### src/rtl/uart_mat_loader.sv
// uart_mat_loader: decodes single-byte UART commands, streams N*N operand
// bytes into the A/B buffers, and hands off to the matrix engine with a
// start pulse, holding further commands until the engine reports done.
module uart_mat_loader #(
    parameter int N              = 4,
    parameter int TIMEOUT_CYCLES = 50000,
    parameter int ADDR_W         = $clog2(N*N)
) (
    input  logic              clk,
    input  logic              rst,
    input  logic [7:0]        rx_data,
    input  logic              rx_valid,
    input  logic              eng_done,
    output logic              wr_en,
    output logic              wr_sel,
    output logic [ADDR_W-1:0] wr_addr,
    output logic [7:0]        wr_data,
    output logic              eng_start,
    output logic              busy,
    output logic              a_loaded,
    output logic              b_loaded,
    output logic              err
);

    localparam logic [7:0] CMD_LOAD_A = 8'hA1;
    localparam logic [7:0] CMD_LOAD_B = 8'hB1;
    localparam logic [7:0] CMD_START  = 8'hC1;

    // Idle counter runs 0..TIMEOUT_CYCLES-1; reaching the top with no byte aborts.
    localparam int              TO_W      = (TIMEOUT_CYCLES > 1) ? $clog2(TIMEOUT_CYCLES) : 1;
    localparam logic [TO_W-1:0] TO_LAST   = TO_W'(TIMEOUT_CYCLES - 1);
    localparam logic [ADDR_W-1:0] LAST_ELEM = ADDR_W'(N*N - 1);

    typedef enum logic [1:0] {
        S_IDLE,
        S_LOAD,
        S_START,
        S_WAIT_DONE
    } state_t;

    state_t            state, state_next;
    logic [ADDR_W-1:0] elem_cnt, elem_cnt_next;
    logic [TO_W-1:0]   idle_cnt, idle_cnt_next;

    logic              wr_en_next;
    logic              wr_sel_next;
    logic [ADDR_W-1:0] wr_addr_next;
    logic [7:0]        wr_data_next;
    logic              eng_start_next;
    logic              a_loaded_next;
    logic              b_loaded_next;
    logic              err_next;

    // State register.
    // NOTE: sequential blocks use non-blocking (<=) so every flop samples
    // pre-edge values; blocking here would create order-dependent races.
    always_ff @(posedge clk or posedge rst) begin
        if (rst) begin
            state <= S_IDLE;
        end else begin
            state <= state_next;
        end
    end

    // Next-state and next-output decode for the command sequencer.
    always_comb begin
        // NOTE: every signal gets a default first so no path leaves it
        // unassigned, which would otherwise infer a latch.
        state_next     = state;
        elem_cnt_next  = elem_cnt;
        idle_cnt_next  = idle_cnt;
        wr_en_next     = 1'b0;
        wr_sel_next    = wr_sel;
        wr_addr_next   = wr_addr;
        wr_data_next   = wr_data;
        eng_start_next = 1'b0;
        a_loaded_next  = a_loaded;
        b_loaded_next  = b_loaded;
        err_next       = 1'b0;

        case (state)
            S_IDLE: begin
                if (rx_valid) begin
                    case (rx_data)
                        CMD_LOAD_A, CMD_LOAD_B: begin
                            wr_sel_next   = (rx_data == CMD_LOAD_B);
                            elem_cnt_next = '0;
                            idle_cnt_next = '0;
                            if (rx_data == CMD_LOAD_B) begin
                                b_loaded_next = 1'b0;
                            end else begin
                                a_loaded_next = 1'b0;
                            end
                            state_next = S_LOAD;
                        end
                        CMD_START: begin
                            if (a_loaded && b_loaded) begin
                                eng_start_next = 1'b1;
                                state_next     = S_START;
                            end else begin
                                err_next = 1'b1;
                            end
                        end
                        default: err_next = 1'b1;
                    endcase
                end
            end

            S_LOAD: begin
                if (rx_valid) begin
                    // Data bytes are raw here: command values are written, not decoded.
                    wr_en_next    = 1'b1;
                    wr_addr_next  = elem_cnt;
                    wr_data_next  = rx_data;
                    idle_cnt_next = '0;
                    if (elem_cnt == LAST_ELEM) begin
                        if (wr_sel) begin
                            b_loaded_next = 1'b1;
                        end else begin
                            a_loaded_next = 1'b1;
                        end
                        state_next = S_IDLE;
                    end else begin
                        elem_cnt_next = elem_cnt + 1'b1;
                    end
                end else if (idle_cnt == TO_LAST) begin
                    // Abandon the partial matrix; its loaded flag stays low.
                    err_next   = 1'b1;
                    state_next = S_IDLE;
                end else begin
                    idle_cnt_next = idle_cnt + 1'b1;
                end
            end

            S_START: begin
                state_next = S_WAIT_DONE;
            end

            S_WAIT_DONE: begin
                // Received bytes are dropped silently while the engine runs.
                if (eng_done) begin
                    state_next = S_IDLE;
                end
            end

            default: state_next = S_IDLE;
        endcase
    end

    // Registered outputs and load counters.
    always_ff @(posedge clk or posedge rst) begin
        if (rst) begin
            elem_cnt  <= '0;
            idle_cnt  <= '0;
            wr_en     <= 1'b0;
            wr_sel    <= 1'b0;
            wr_addr   <= '0;
            wr_data   <= '0;
            eng_start <= 1'b0;
            busy      <= 1'b0;
            a_loaded  <= 1'b0;
            b_loaded  <= 1'b0;
            err       <= 1'b0;
        end else begin
            elem_cnt  <= elem_cnt_next;
            idle_cnt  <= idle_cnt_next;
            wr_en     <= wr_en_next;
            wr_sel    <= wr_sel_next;
            wr_addr   <= wr_addr_next;
            wr_data   <= wr_data_next;
            eng_start <= eng_start_next;
            busy      <= (state_next != S_IDLE);
            a_loaded  <= a_loaded_next;
            b_loaded  <= b_loaded_next;
            err       <= err_next;
        end
    end

endmodule
### config.mk
export PLATFORM = sky130hd
export DESIGN_NAME = uart_mat_loader
export DESIGN_NICKNAME = d
export VERILOG_FILES = /design/src/rtl/uart_mat_loader.sv
export SDC_FILE = /design/constraint.sdc
export NUM_CORES = 1
export LEC_CHECK = 0
export CAP_MARGIN = 0
export CORE_MARGIN = 2
export CORE_UTILIZATION = 35
export CTS_CLUSTER_DIAMETER = 60
export DETAILED_ROUTE_END_ITERATION = 7
export DONT_BUFFER_PORTS = 1
export MAX_ROUTING_LAYER = met4
export SLEW_MARGIN = 20
export SYNTH_ARGS = -nofsm -noshare
export SYNTH_HDL_FRONTEND = slang
export SYNTH_SLANG_ARGS = --single-unit
### constraint.sdc
create_clock -name clk -period 2.5 [get_ports clk]
set_clock_uncertainty 0.2 [all_clocks]
set_input_delay 0.25 -clock clk [delete_from_list [all_inputs] [get_ports clk]]
set_output_delay 0.25 -clock clk [all_outputs]
set_load 0.005 [all_outputs]
# --- Word level (Yosys, flattened, before mapping) ---
# Cells that the tools add are included.
classes:
  multipliers: 0
  n_mux: 44
  n_div: 0
  n_eq_ne: 18
  n_addsub: 2
  magnitude_cmp: 0
  bitwise: 0
  n_reduce_logical: 11
  n_shift: 0
ops:
  columns: ["op", "count"]
  rows:
  - ["16-bit two-way mux", 4]
  - ["16-bit one-hot mux with 2 select lines", 1]
  - ["8-bit equality test (second input constant)", 3]
  - ["1-bit two-way mux", 22]
  - ["16-bit by 1-bit adder with 16-bit output (second input constant)", 1]
  - ["16-bit equality test (second input constant)", 1]
  - ["4-bit two-way mux", 4]
  - ["2-bit != test (second input constant)", 8]
  - ["7-bit AND reduction", 2]
  - ["2-bit two-way mux", 6]
  - ["1-bit one-hot mux with 2 select lines", 4]
  - ["2-bit one-hot mux with 4 select lines", 1]
  - ["4-bit one-hot mux with 2 select lines", 1]
  - ["5-bit AND reduction", 1]
  - ["4-bit by 1-bit adder with 4-bit output (second input constant)", 1]
  - ["2-bit equality test (second input constant)", 2]
  - ["4-bit equality test (second input constant)", 1]
  - ["2-bit one-hot mux with 2 select lines", 1]
  - ["4-bit AND reduction", 1]
  - ["2-bit nonzero test", 2]
  - ["3-bit != test (second input constant)", 1]
  - ["3-bit AND reduction", 1]
  - ["2-bit by 1-bit equality test with 1-bit output (second input constant)", 1]
  - ["2-bit zero test", 1]
  - ["other kinds (4)", 4]
word_totals:
  rom_bits: 0
  memories: 0
  register_bits: 41
  latchBits: 0
  mem_bits_rw: 0
  word_cells: 87
  inputBits: 12

# --- Logic depth before layout (Yosys ltp) ---
depth:
  ltp_word: 6
  depth_mapped: 7
  depth_no_buf: 5

# --- Worst setup path before layout ---
# No wires, ideal clock.
synth_path:
  path_kind: "flip-flop to flip-flop"
  from: "reg idle_cnt[0]"
  to: "reg idle_cnt[4]"
  t_arrival_ns: 1.752
  path_stages_with_launch: 8
  synth_period_minus_slack_ns: 2.021
  path_slack_ns: 0.479
  cell_sequence: "dfrtp_1 ha_1 clkbuf_1 nand4_1 and4b_1 clkbuf_1 or4_1 nand3_1"
synth_between:
  elab_chain_len: 4
synth_rtl:
  columns: ["item", "line_no", "text"]
  rows:
  - ["from (decl)", "43", "logic [TO_W-1:0] idle_cnt, idle_cnt_next;"]
  - ["from (signal assigned)", "166", "idle_cnt <= idle_cnt_next;"]
  - ["16-bit by 1-bit adder with 16-bit output", "131", "idle_cnt_next = idle_cnt + 1'b1;"]
  - ["16-bit two-way mux", "126", "end else if (idle_cnt == TO_LAST) begin"]
  - ["16-bit two-way mux", "110", "if (rx_valid) begin"]
  - ["16-bit one-hot mux with 2 select lines", "81", "case (state)"]
# Several ways; a longest one is shown, not always the timed one. The select of a mux whose other input is x is not followed.
# A chain may end at the register's enable or synchronous reset.

# --- Worst setup path after layout ---
# Same ends and word-level chain as after synthesis.

==> results_dict.tcl <==
set metrics [dict create \
    gp_congestion 0.813 \
    start_kind "flop" \
    syn_nets 214 \
    postCtsSetupBuffers 0 \
    cap_violations 0 \
    boundaryPins 31 \
    wire_per_inst_um 16.0 \
    dp_hpwl_um 3210 \
    crit_type "reg -> reg" \
    min_period_over_period 0.807 \
    initial_core_util 0.364 \
    antenna_found_initial 0 \
    first_global_vias 1741 \
    cts_tree "done" \
    p_per_area_mw_per_mm2 768 \
    vias 1648 \
    cts_buffers 5 \
    firstDrtPassIters 4 \
    layout-drive-gt1-share 0.155 \
    worstPathCellList "ha_1, nand4_1, and4b_1, or4_1, nand3_1" \
    irDropWorstVdd_v 0.000538 \
    fin_crit_ns 2.02 \
    nets 226 \
    postSynth.asyncResetShare 1.00 \
    die_h_um 82.5 \
    clock_latency_ns 0.30 \
    hp-start "rx_data[6]" \
    min_path_type "in -> reg" \
    cts.sinks 41 \
    drt_iter0_drc 135 \
    routed_via_density 5.72 \
    num_rows 28 \
    fmax_mhz 495 \
    required_ns 2.53 \
    slowest_delay_ns 0.51 \
    port_buffers 0 \
    worst-path-max-fanout 8 \
    utilization 0.413 \
    grt_usage 0.156 \
    place_area_mm2 0.00224 \
    die_area_mm2 0.00680 \
    hold_viol 0 \
    synthCells 200 \
    crit_arrival_ns 2.05 \
    synth_seq_cells 41 \
    synth.avg_cell_area_um2 10.8 \
    synth_seq_area_share 0.476 \
    antenna-diode-count 0 \
    clockBufferDepth 2 \
    drc 0 \
    maxSlewViolCount 0 \
    status "finished clean" \
    final-setup-viol-count 0 \
    fill_cells 579 \
    synth_edf_count 0 \
    dpl.cell_count 271 \
    ys_types 47 \
    drt-total-wl_um 4610 \
    relSlewSlack 0.426 \
    finish.instance_area_mm2 0.00244 \
    syn_area_mm2 0.00216 \
    drtAntennaViolNets 0 \
    core_mm2 0.00592 \
    overflow 0 \
    clock-root-buffer "clkbuf_8" \
    r2r_start "idle_cnt[0]$_DFFE_PP0P_" \
    final_cells 288 \
    timing.critical_path.from "idle_cnt[0]$_DFFE_PP0P_" \
    crit_path_end_kind "flop" \
    area_delta_synth_final_pct 13.4 \
    grt_max_degree 27 \
    tightest_slew_ns 0.856 \
    yosysWarnings 0 \
    grt_pass1_wl_um 7960 \
    setup_tns_ns 0 \
    leakagePower_nw 1.01 \
    critPathSlowestCell "or4_1" \
    rsz0062_at_grt "no" \
    synth_flop_cell "dfrtp_1" \
    clkTransAtPathRegs_ns 0.08 \
    die_w_um 82.5 \
    htree_levels 2 \
]
worst max-delay path, delay by kind of cell (launching register included):
| family | cells | cell delay [ns] |
|---|---|---|
| and+or+nand+nor | 4 | 1.00 |
| DFF | 1 | 0.43 |
| adders and majority gates | 1 | 0.31 |
placed cells by master (no fill, tap or decap), types with 5 or more instances in the layout:
master | synthesis | routed
mux2_2 | 15 | 15
nand2_1 | 7 | 7
o21ai_0 | 5 | 5
or4_1 | 9 | 9
nor2_1 | 8 | 8
dfrtp_1 | 41 | 41
o31ai_1 | 10 | 10
a21oi_1 | 14 | 14
inv_1 | 6 | 5
nand4_1 | 10 | 10
dlygate4sd3_1 | 0 | 9
clkbuf_8 | 0 | 5
nand3_1 | 6 | 6
buf_4 | 0 | 5
state kept, by name, indices dropped and copies added, names as in the netlist, 2 cells and up:
register	cells
idle_cnt	16
wr_data	8
elem_cnt	4
wr_addr	4
state	2
per-stage QoR:
stage	hold slack [ns]	total power, mW	worst slack [ns]
global route	0.0328	2.00	0.389
detailed placement	0.0422	1.35	0.511
CTS	0.00567	1.90	0.484
global placement	0.0352	1.34	0.537
floorplan	0.200	1.25	0.479
finish	0.00463	1.88	0.481
area by class of cell:
class / instances / area [um2] / area share
Clock inverter: 2 / 38.8 / 0.0159
Sequential cell: 41 / 1030 / 0.420
Inverter: 6 / 22.5 / 0.00921
Clock buffer: 6 / 72.6 / 0.0297
Timing Repair Buffer: 14 / 128 / 0.0522
Multi-Input combinational cell: 144 / 1060 / 0.435
Tap cell: 75 / 93.8 / 0.0384
worst paths after layout:
| path | slack, ns | endpoint | depth (start not counted) |
|---|---|---|---|
| setup / recovery | 0.48 | idle_cnt[4]$_DFFE_PP0P_ | 5 |
| hold / removal | 0.005 | eng_start$_DFF_PP0_ | 4 |
| setup reg to reg | 0.48 | idle_cnt[4]$_DFFE_PP0P_ | 5 |
| hold reg to reg | 0.34 | wr_data[5]$_DFFE_PP0P_ | 1 |
| max in group asynchronous | 1.16 | idle_cnt[7]$_DFFE_PP0P_ | 3 |
| min in group asynchronous | 0.26 | busy$_DFF_PP0_ | 2 |
kinds of logic after synthesis:
| group | count (synthesis) | share of synthesized area |
|---|---|---|
| and+or+nand+nor | 76 | 0.236 |
| AOI/OAI and AO/OA | 49 | 0.158 |
| DFF | 41 | 0.476 |
| muxes | 17 | 0.0876 |
| buffers and inverters | 15 | 0.0308 |
| adders and majority gates | 2 | 0.0116 |
where the power goes:
part	internal [mW]	leakage, nW	switching, mW	total [mW]
combinational	0.189	0.417	0.168	0.357
sequential	0.826	0.537	0.158	0.984
clock	0.300	0.0554	0.238	0.537
synth_stat cells, types with 3 or more instances:
library cell	count	area share
nand4b_1	3	0.012
nand2b_1	4	0.012
a211oi_1	4	0.014
clkbuf_1	6	0.010
o21ai_0	5	0.012
o31ai_1	10	0.035
dfrtp_1	41	0.48
nand3_1	6	0.014
a21oi_1	14	0.033
nor2b_1	3	0.0087
and3_1	3	0.0087
and4b_1	3	0.014
nand4_1	10	0.029
nor3_1	4	0.0093
mux2_2	15	0.078
a31oi_1	4	0.012
inv_1	6	0.010
nand2_1	7	0.012
or4_1	9	0.031
nor2_1	8	0.014
layer usage:
metal | GRT usage | vias up | wire (um)
met5 | - | - | 0
met4 | 0.0450 | 0 | 63
met3 | 0.0435 | 7 | 283
met2 | 0.252 | 51 | 2180
met1 | 0.191 | 788 | 2080
li1 | - | 802 | -
repair_timing:
item                                   4_1_cts  5_1_grt
endpoints found under the hold margin       34        0
hold buffers                                 9        0
gates resized for setup                      0        0
Power figures use the tool's default switching activity.
